**src/rtl/vector3_byte_serializer.sv**
```systemverilog
// Byte serializer for vector3 packer words: streams w, x, y, z (and an optional
// XOR checksum trailer) one byte per valid/ready beat and counts completed frames.
module vector3_byte_serializer #(
  parameter int BYTE_W       = 8,
  parameter int APPEND_CKSUM = 1,
  parameter int CNT_W        = 16
) (
  input  logic              clk,
  input  logic              areset,
  input  logic              in_valid,
  output logic              in_ready,
  input  logic [BYTE_W-1:0] w,
  input  logic [BYTE_W-1:0] x,
  input  logic [BYTE_W-1:0] y,
  input  logic [BYTE_W-1:0] z,
  output logic              out_valid,
  input  logic              out_ready,
  output logic [BYTE_W-1:0] out_data,
  output logic              out_last,
  output logic [CNT_W-1:0]  frame_count
);

  typedef enum logic {IDLE, SEND} state_t;

  localparam logic [2:0] LAST = (APPEND_CKSUM != 0) ? 3'd4 : 3'd3;

  state_t            r_state;
  state_t            w_next;
  logic [2:0]        r_idx;
  logic [BYTE_W-1:0] r_w, r_x, r_y, r_z, r_ck;
  logic [CNT_W-1:0]  r_count;
  logic              w_at_last;
  logic              w_xfer;
  logic              w_last_xfer;
  logic              w_accept;

  assign w_at_last   = (r_state == SEND) && (r_idx == LAST);
  assign out_valid   = (r_state == SEND);
  assign out_last    = w_at_last;
  assign w_xfer      = out_valid && out_ready;
  assign w_last_xfer = w_xfer && w_at_last;
  // Ready on the last beat is combinational from out_ready so frames can run back-to-back.
  assign in_ready    = !areset && ((r_state == IDLE) || (w_at_last && out_ready));
  assign w_accept    = in_valid && in_ready;
  assign frame_count = r_count;

  always_ff @(posedge clk or posedge areset) begin
    if (areset) r_state <= IDLE;
    else        r_state <= w_next;
  end

  always_comb begin
    w_next = r_state;
    case (r_state)
      IDLE:    if (w_accept) w_next = SEND;
      SEND:    if (w_last_xfer && !w_accept) w_next = IDLE;
      default: w_next = IDLE;
    endcase
  end

  always_ff @(posedge clk or posedge areset) begin
    if (areset) begin
      r_idx   <= 3'd0;
      r_w     <= '0;
      r_x     <= '0;
      r_y     <= '0;
      r_z     <= '0;
      r_ck    <= '0;
      r_count <= '0;
    end else begin
      if (w_accept) begin
        r_idx <= 3'd0;
        r_w   <= w;
        r_x   <= x;
        r_y   <= y;
        r_z   <= z;
        r_ck  <= w ^ x ^ y ^ z;
      end else if (w_xfer && !w_at_last) begin
        r_idx <= r_idx + 3'd1;
      end
      if (w_last_xfer) r_count <= r_count + CNT_W'(1);
    end
  end

  always_comb begin
    out_data = '0;
    if (r_state == SEND) begin
      case (r_idx)
        3'd0:    out_data = r_w;
        3'd1:    out_data = r_x;
        3'd2:    out_data = r_y;
        3'd3:    out_data = r_z;
        3'd4:    out_data = r_ck;
        default: out_data = '0;
      endcase
    end
  end

endmodule

```
**config.mk**
```make
export PLATFORM = sky130hd
export DESIGN_NAME = vector3_byte_serializer
export DESIGN_NICKNAME = d
export VERILOG_FILES = /design/src/rtl/vector3_byte_serializer.sv
export SDC_FILE = /design/constraint.sdc
export NUM_CORES = 1
export LEC_CHECK = 0
export BUFFER_PORTS_ARGS = -buffer_cell sky130_fd_sc_hd__buf_4
export CAP_MARGIN = 20
export CORE_UTILIZATION = 42
export CTS_CLUSTER_SIZE = 12
export DETAILED_ROUTE_END_ITERATION = 8
export GPL_TIMING_DRIVEN = 0
export PLACE_DENSITY = 0.64
export SETUP_SLACK_MARGIN = 0.02
export SLEW_MARGIN = 20
export SYNTH_ARGS = -nofsm -noshare
export SYNTH_HDL_FRONTEND = slang
export SYNTH_SLANG_ARGS = --single-unit
```
**constraint.sdc**
```tcl
create_clock -name clk -period 2.7 [get_ports clk]
set_input_delay 0.54 -clock clk [delete_from_list [all_inputs] [get_ports clk]]
set_output_delay 0.54 -clock clk [all_outputs]
set_load 0.03 [all_outputs]
```
==> results.txt, run 1 <==
----------------------------------------------------
[Timing]
  Final Hold Viols ... 0
  Setup Viol. Count Final ... 0
  Unrepaired setup endpoints after global routing ... false
  Time the worst path needs with I/O delays and setup ... about 2.5 ns
  Final worst clock skew ... about 0.0043 ns
  Final worst path period share ... between 90% and 100%
  Fmax achieved ... 393 MHz
  Number of pins with negative max-slew slack in the final report ... 0
  Transition time of the tightest slew-check pin ... 0.320 ns
  Max-slew headroom at the worst pin ... 78.7%
  Worst Slack Setup Final ... 0.153 ns

[Critical path]
  Category of the critical setup timing path ... reg2out
  Critical-path maximum fanout ... 10
  Cell Chain, Critical Path ... clkbuf_4, inv_1, ha_2, o31ai_4, buf_12, nor2_1, buf_4
  Element type at the critical path start ... register
  Kind of cell adding the most delay to the critical path ... buffers and inverters
  CP Data Required Time ... between 2 and 2.5 ns
  Worst Path Buf+Inv ... 4
  Critical path data arrival time ... between 2 and 2.5 ns
  Slowest library cell on the worst path ... dfrtp_2
  Longest individual stage delay on the worst path ... around 0.45 ns
  Endpoint kind of the worst setup timing path ... output port

[Place]
  Placed Area ... 3540 sq um
  Hpwl dp ... about 4.6 mm
  Post-place setup slack ... -0.415 ns
  IO buf count ... between 60 and 70
  Routability cong. ... ~0.76

[Route]
  Number of search-and-repair iterations in the first detailed-routing pass ... 7
  Total wire length after detailed routing ... 6.64 mm
  Via count normalized by instance count ... between 5 and 6
  DR DRC count ... 0
  Average routed wire per standard cell ... about 16 um
  Total vias in the final route ... between 2000 and 2500
  DRC marker count from the first detailed-route iteration ... roughly 110
  Remaining number of nets flagged by the antenna check after routing ... 0

[Cells and area]
  ANT cells ... 0
  Util after Layout ... a little under three fifths
  Net total in the final layout ... 369
  Fill cell instance count of the final layout ... 591
  Fraction of final layout cells sized beyond drive strength 1 ... about two fifths
  Syn-to-layout area delta ... 30.3%
  Design area ... roughly 3800 sq um

[Global routing]
  Maximum number of pins on one net before global-route repair ... 51
  First-pass GRT wire length ... between 10 and 15 mm
  Most congested layer reported by global routing ... met2
  Number of global-route vias before repair ... around 2200
  Antenna violations before repair ... 0
  Met2 demand-to-capacity share in global routing ... around a third
  Total GRT Usage ... around a fifth
  Met3 track utilization from global routing ... 6.83%
  Global routing met1 resource utilization ... between 20% and 30%
  Overflow after GRT ... 0

[Logic synthesis]
  Sequential share of the synthesized area ... between 50% and 60%
  Count of flip-flops with a built-in enable after synthesis ... 0
  Total number of yosys warnings ... 0
  Proportion of register bits with asynchronous set or reset after synthesis ... between 90% and 100%
  Area share of the leading cell type in the synthesized netlist ... roughly 50%
  Most used DFF post-synth ... dfrtp_1
  Library cell with the largest summed area after synthesis ... dfrtp_1
  Cell count after synthesis ... approximately 250
  Syn_nets ... about 300
  Flip-flop and latch count after synthesis ... 60
  Cell Area, Synth ... a little under 3000 sq um
  Synthesized area per cell ... around 12 sq um
  Area contributors post-synth ... dfrtp_1, mux2_2, xnor2_1
  Distinct cell type count after synthesis ... 30

[Pwr]
  Pwr per Cell Area ... between 1000 and 1500 nW/um^2
  Maximum ir drop on the vdd rail ... around 0.58 mV
  LEAKAGE ... between 0.0015 and 0.002 uW

[Clocking]
  CTS clock-pin slew for the worst setup and hold paths ... 0.07 ns
  Insertion delay to the later sink of the worst-skew pair ... 0.34 ns
  CTS tree ... done
  Buffers from clock root to sink, at most ... 2
  TritonCTS sink count ... 60
  Total CTS buffers ... 9
  Master cell of the clock root buffer ... clkbuf_8
  CTS H-Tree Depth ... 3

[Die]
  Die Footprint ... between 7000 and 8000 sq um
  Area of the core ... approximately 6800 sq um
  Number of primary I/O pins ... 63
  Starting utilization of the core area ... a little over two fifths
  Number of cell rows ... 30
  Die span in x ... about 86 um
  Vertical extent of the die ... between 80 and 90 um

[Job]
  Number of violations of the max-capacitance limit ... 0

[Status]
  Outcome ... complete, no violations

[Min path]
  Class of the tightest hold or removal check ... in2async

----------------------------------------------------
## repair_timing
item	CTS	global route
pin swaps	1	9
hold buffers	0	0
resized for setup	7	14
endpoints found under the setup margin	8	8
setup buffers	2	1
## state kept, by name (all words and copies together), names as in the netlist
register     cells
frame_count     16
r_y              8
r_x              8
r_ck             8
out_valid        1
r_z              8
r_idx            3
r_w              8
## stage by stage
stage | TNS, ns | hold slack [ns] | total power (uW) | instances
6_report | 0 | 0.113 | 4210 | 412
5_1_grt | 0 | 0.112 | 4480 | 412
4_1_cts | 0 | 0.0992 | 4160 | 411
3_5_place_dp | -3.19 | 0.466 | 3250 | 394
3_3_place_gp | -17.90 | 0.465 | 3190 | 393
2_1_floorplan | 0 | 0.459 | 2670 | 251
## path summary, 6_finish.rpt
kind | start | to | slack [ns] | depth (start not counted)
worst max register to register | r_idx[1] | r_ck[6] | 0.80 | 7
worst min register to register | frame_count[15] | frame_count[15] | 0.47 | 1
min in group clk | y[4] | r_y[4] | 0.43 | 2
max in group asynchronous | areset | r_idx[0] | 2.10 | 3
worst max-delay path | r_idx[2] | out_data[7] | 0.15 | 7
worst min-delay path | areset | frame_count[7] | 0.11 | 2
## report_power, final
part	leakage (uW)	internal, uW	switching [uW]	total [uW]
logic	0.000885	923	1010	1930
registers	0.000735	1270	250	1520
clock network	0.0000931	422	347	768
## synth_stat cells (2+ instances only)
cell type	n
xnor2_1	37
nand4_1	4
ha_1	6
and3_1	2
nor3_2	2
buf_4	3
a222oi_1	8
dfrtp_1	60
mux2_2	31
nand2_1	12
buf_2	3
and2_1	2
xor2_1	3
inv_1	5
nor2_1	32
clkbuf_1	3
a21oi_1	10
nand3_1	7
a221oi_1	8
buf_6	3
## layer usage
metal  wire [um]  up-vias
met5           0        -
met1        2880     1047
met3         408        9
met4          91        0
li1            -     1042
met2        3260       63
## logic make-up (layout without fill, tap and decap cells)
| kind of cell | count (synthesis) | after routing | share of synthesized area (%) |
|---|---|---|---|
| and+or+nand+nor | 66 | 66 | 10.6 |
| DFF | 60 | 60 | 51.2 |
| xor gates and xnor gates | 40 | 40 | 11.9 |
| adders and majority gates | 6 | 6 | 2.56 |
| muxes | 32 | 32 | 12.3 |
| buffers and inverters | 17 | 98 | 3.45 |
| AOI/OAI and AO/OA | 30 | 30 | 8.06 |
## placed cells by master (no fill, tap or decap), types with 2 or more instances in the layout
master | netlist | final
clkbuf_1 | 3 | 2
inv_1 | 5 | 4
mux2_2 | 31 | 31
nand4_1 | 4 | 4
a222oi_1 | 8 | 8
nor2_1 | 32 | 32
a21oi_1 | 10 | 10
clkbuf_8 | 0 | 9
nand3_1 | 7 | 7
ha_1 | 6 | 4
dfrtp_1 | 60 | 59
nand2_1 | 12 | 12
clkinv_2 | 0 | 3
ha_2 | 0 | 2
a221oi_2 | 0 | 5
nor3_2 | 2 | 2
xnor2_1 | 37 | 37
and3_1 | 2 | 2
and2_1 | 2 | 2
buf_6 | 3 | 5
xor2_1 | 3 | 3
buf_4 | 3 | 67
a221oi_1 | 8 | 3
## cell type report
type / instances / area (sq um) / share of cell area (%)
inverter: 5 / 21.3 / 0.556
timing repair buffer: 66 / 528 / 13.8
tap: 80 / 100 / 2.62
buffer: 11 / 106 / 2.78
clock buffer: 11 / 131 / 3.43
sequential: 60 / 1500 / 39.3
multi-input combinational: 174 / 1380 / 36.1
clock inverter: 5 / 52.6 / 1.37
(Power assumes the default switching activity.)
==> run 2: changes to the inputs <==
--- a/config.mk
+++ b/config.mk
@@ -7,11 +7,12 @@
 export LEC_CHECK = 0
 export BUFFER_PORTS_ARGS = -buffer_cell sky130_fd_sc_hd__buf_4
 export CAP_MARGIN = 20
+export CELL_PAD_IN_SITES_DETAIL_PLACEMENT = 0
+export CELL_PAD_IN_SITES_GLOBAL_PLACEMENT = 1
 export CORE_UTILIZATION = 42
 export CTS_CLUSTER_SIZE = 12
 export DETAILED_ROUTE_END_ITERATION = 8
-export GPL_TIMING_DRIVEN = 0
-export PLACE_DENSITY = 0.64
+export PLACE_DENSITY = 0.78
 export SETUP_SLACK_MARGIN = 0.02
 export SLEW_MARGIN = 20
 export SYNTH_ARGS = -nofsm -noshare
==> run 2 against run 1 <==
Combinational power fell by 9%. Fmax increased by 0.34%. Setup slack improved by 0.0087 ns. Sequential power about the same. Via count decreased by 1.2%. First-iteration DRC count is 4.4% higher. Cell count is 1.7% lower. Non-clock buffer count is 7 lower. Critical path type unchanged.
==> results.txt, run 2 (synthesis gave the netlist of run 1 again) <==
----------------------------------------------------
[Pwr]
  LEAKAGE ... 0.00166 uW (-2.8%)
  Maximum ir drop on the vdd rail ... 0.521 mV (-10%)
  Pwr Total ... 4110 uW (-2.4%)
  Pwr per Cell Area ... 1100 nW/um^2 (-0.42%)

[Critical path]
  CP most frequent cell ... buf_4
  Worst reg2reg path endpoint ... r_y[4]
  Kind of cell adding the most delay to the critical path ... adder cells
  Critical-path maximum fanout ... 9 (-1)
  Critical path launch point ... r_idx[0]
  Critical path data arrival time ... 2.00 ns (about the same)
  Number of gates on the worst path with buffers counted ... 6 (-1)
  Slowest library cell on the worst path ... dfrtp_1
  Worst reg2reg path depth ... 7 (unchanged)
  Launch instance of the worst register-to-register path ... r_idx[0]
  Longest individual stage delay on the worst path ... 0.43 ns (-0.02 ns)
  Endpoint kind of the worst setup timing path ... output port
  Element type at the critical path start ... register
  R2r setup slk ... 0.60 ns (-0.20 ns)
  CP Data Required Time ... 2.16 ns (about the same)
  Worst Path Buf+Inv ... 2 (-2)
  Category of the critical setup timing path ... reg2out
  Last element of the critical path ... out_data[1]
  Cell Chain, Critical Path ... ha_1, ha_2, o31ai_1, buf_4, nor2_1, buf_4

[Cells and area]
  Fraction of final layout cells sized beyond drive strength 1 ... 39.7% (-1.6 points)
  Post-layout instance count excluding filler cells ... 405 (-1.7%)
  ANT cells ... 0 (unchanged)
  Sequential standard cell area ... 1500 sq um (about the same)
  Max reg flops ... 16 (unchanged)
  Net total in the final layout ... 362 (-1.9%)
  Multi-input gate area ... 1380 sq um (-0.54%)
  Fill cell instance count of the final layout ... 625 (+5.8%)
  Most common library cell in the layout ignoring fill and taps ... buf_4
  Most frequent cells in the layout ... buf_4, dfrtp_1, xnor2_1
  Syn-to-layout area delta ... 27.7%

[Global routing]
  Overflow after GRT ... 0 (unchanged)
  Antenna violations before repair ... 0 (unchanged)
  Maximum number of pins on one net before global-route repair ... 52 (+2.0%)
  Number of global-route vias before repair ... 2141 (-2.9%)
  Total GRT Usage ... 18.3% (-1.6 points)
  First-pass GRT wire length ... 10.2 mm (-7.1%)

[Route]
  Via count normalized by instance count ... 5.27 (+0.55%)
  Total wire length after detailed routing ... 6.16 mm (-7.2%)
  DRC marker count from the first detailed-route iteration ... 119 (+4.4%)
  Remaining number of nets flagged by the antenna check after routing ... 0 (unchanged)
  Total vias in the final route ... 2136 (-1.2%)
  Number of search-and-repair iterations in the first detailed-routing pass ... 4 (-3)
  DR DRC count ... 0 (unchanged)
  Average routed wire per standard cell ... 15.2 um (-5.6%)

[Timing]
  Worst Slack Setup Final ... 0.161 ns (+0.00867 ns)
  Post-Route Setup TNS ... 0 ns (unchanged)
  Max-slew headroom at the worst pin ... 57.9% (-21 points)
  Final Hold Viols ... 0 (unchanged)
  Setup Viol. Count Final ... 0 (unchanged)
  Transition time of the tightest slew-check pin ... 0.631 ns (+0.311 ns)
  Final worst path period share ... 94.0% (-0.32 points)
  Time the worst path needs with I/O delays and setup ... 2.54 ns (-0.00868 ns)
  Unrepaired setup endpoints after global routing ... false
  Fmax achieved ... 394 MHz (+0.34%)
  Final worst clock skew ... 0.00438 ns (+0.0000319 ns)
  Number of pins with negative max-slew slack in the final report ... 0 (unchanged)
  Worst Hold Slack ... 0.302 ns (+0.189 ns)

[Clocking]
  Insertion delay to the later sink of the worst-skew pair ... 0.33 ns (about the same)
  Master cell of the clock root buffer ... clkbuf_8
  CTS H-Tree Depth ... 3 (unchanged)
  Total of hold buffers inserted after clock tree synthesis ... 0 (unchanged)
  TritonCTS sink count ... 60 (unchanged)
  Total CTS buffers ... 9 (unchanged)
  Buffers from clock root to sink, at most ... 2 (unchanged)
  CTS tree ... done
  CTS clock-pin slew for the worst setup and hold paths ... 0.07 ns (about the same)

[Die]
  Die span in x ... 85.6 um (unchanged)
  Area of the core ... 6760 sq um (unchanged)
  Die Footprint ... 7330 sq um (unchanged)
  Number of cell rows ... 30 (unchanged)
  Starting utilization of the core area ... 43.4% (unchanged)
  Vertical extent of the die ... 85.6 um (unchanged)
  Number of primary I/O pins ... 63 (unchanged)

[Place]
  Hpwl dp ... 4.34 mm (-4.9%)
  Routability cong. ... 0.724 (-4.4%)
  Cell total after placement ... 388 (-1.5%)
  Post-place setup slack ... 0.371 ns (+0.786 ns)
  IO buf count ... 62 (unchanged)

[Min path]
  Class of the tightest hold or removal check ... in2async

[Job]
  Number of violations of the max-capacitance limit ... 0 (unchanged)

[Status]
  Outcome ... complete, no violations

----------------------------------------------------
run 2: cell count changes in the layout (fill, tap and decap cells not counted), sizes merged:
cell    change
clkinv      -1
buf         -6
run 2: layout make-up:
class | instances | share of cell area, %
tap | 80 | 2.67
multi-input combinational | 174 | 36.7
clock buffer | 12 | 4.14
inverter | 5 | 0.501
sequential | 60 | 40.1
clock inverter | 4 | 1.27
timing repair buffer | 70 | 14.7
run 2: routing by layer:
layer / wire [um] / GRT usage (%)
met1: 2720 / 22.9
met2: 2990 / 29.2
met3: 342 / 5.39
met4: 110 / 8.33
met5: 0 / 0
run 2: how the worst min path moves through the flow:
stage,from,to,slack [ns]
floorplan,r_y[4],r_y[4],0.46
global placement,frame_count[15],frame_count[15],0.46
detailed placement,frame_count[15],frame_count[15],0.47
CTS,areset,r_ck[3],0.31
global route,areset,frame_count[15],0.34
finish,areset,frame_count[15],0.30
run 2: what timing repair did:
| action | in CTS | in global routing |
|---|---|---|
| resized for setup | 1 | 8 |
| setup endpoints to repair | 3 | 8 |
| buffers inserted | 0 | 1 |
run 2: stage by stage:
stage | utilization, % | area, sq um
after floorplan | - | 2940
after CTS | 54.8 | 3700
after detailed placement | 51.7 | 3500
after global placement | 51.7 | 3500
after global routing | 55.5 | 3750
final | 55.5 | 3750
run 2: where the power goes:
group | internal [uW] | switching [uW] | leakage [uW]
sequential | 1260 | 266 | 0.000736
combinational | 840 | 923 | 0.000827
clock | 473 | 346 | 0.000102
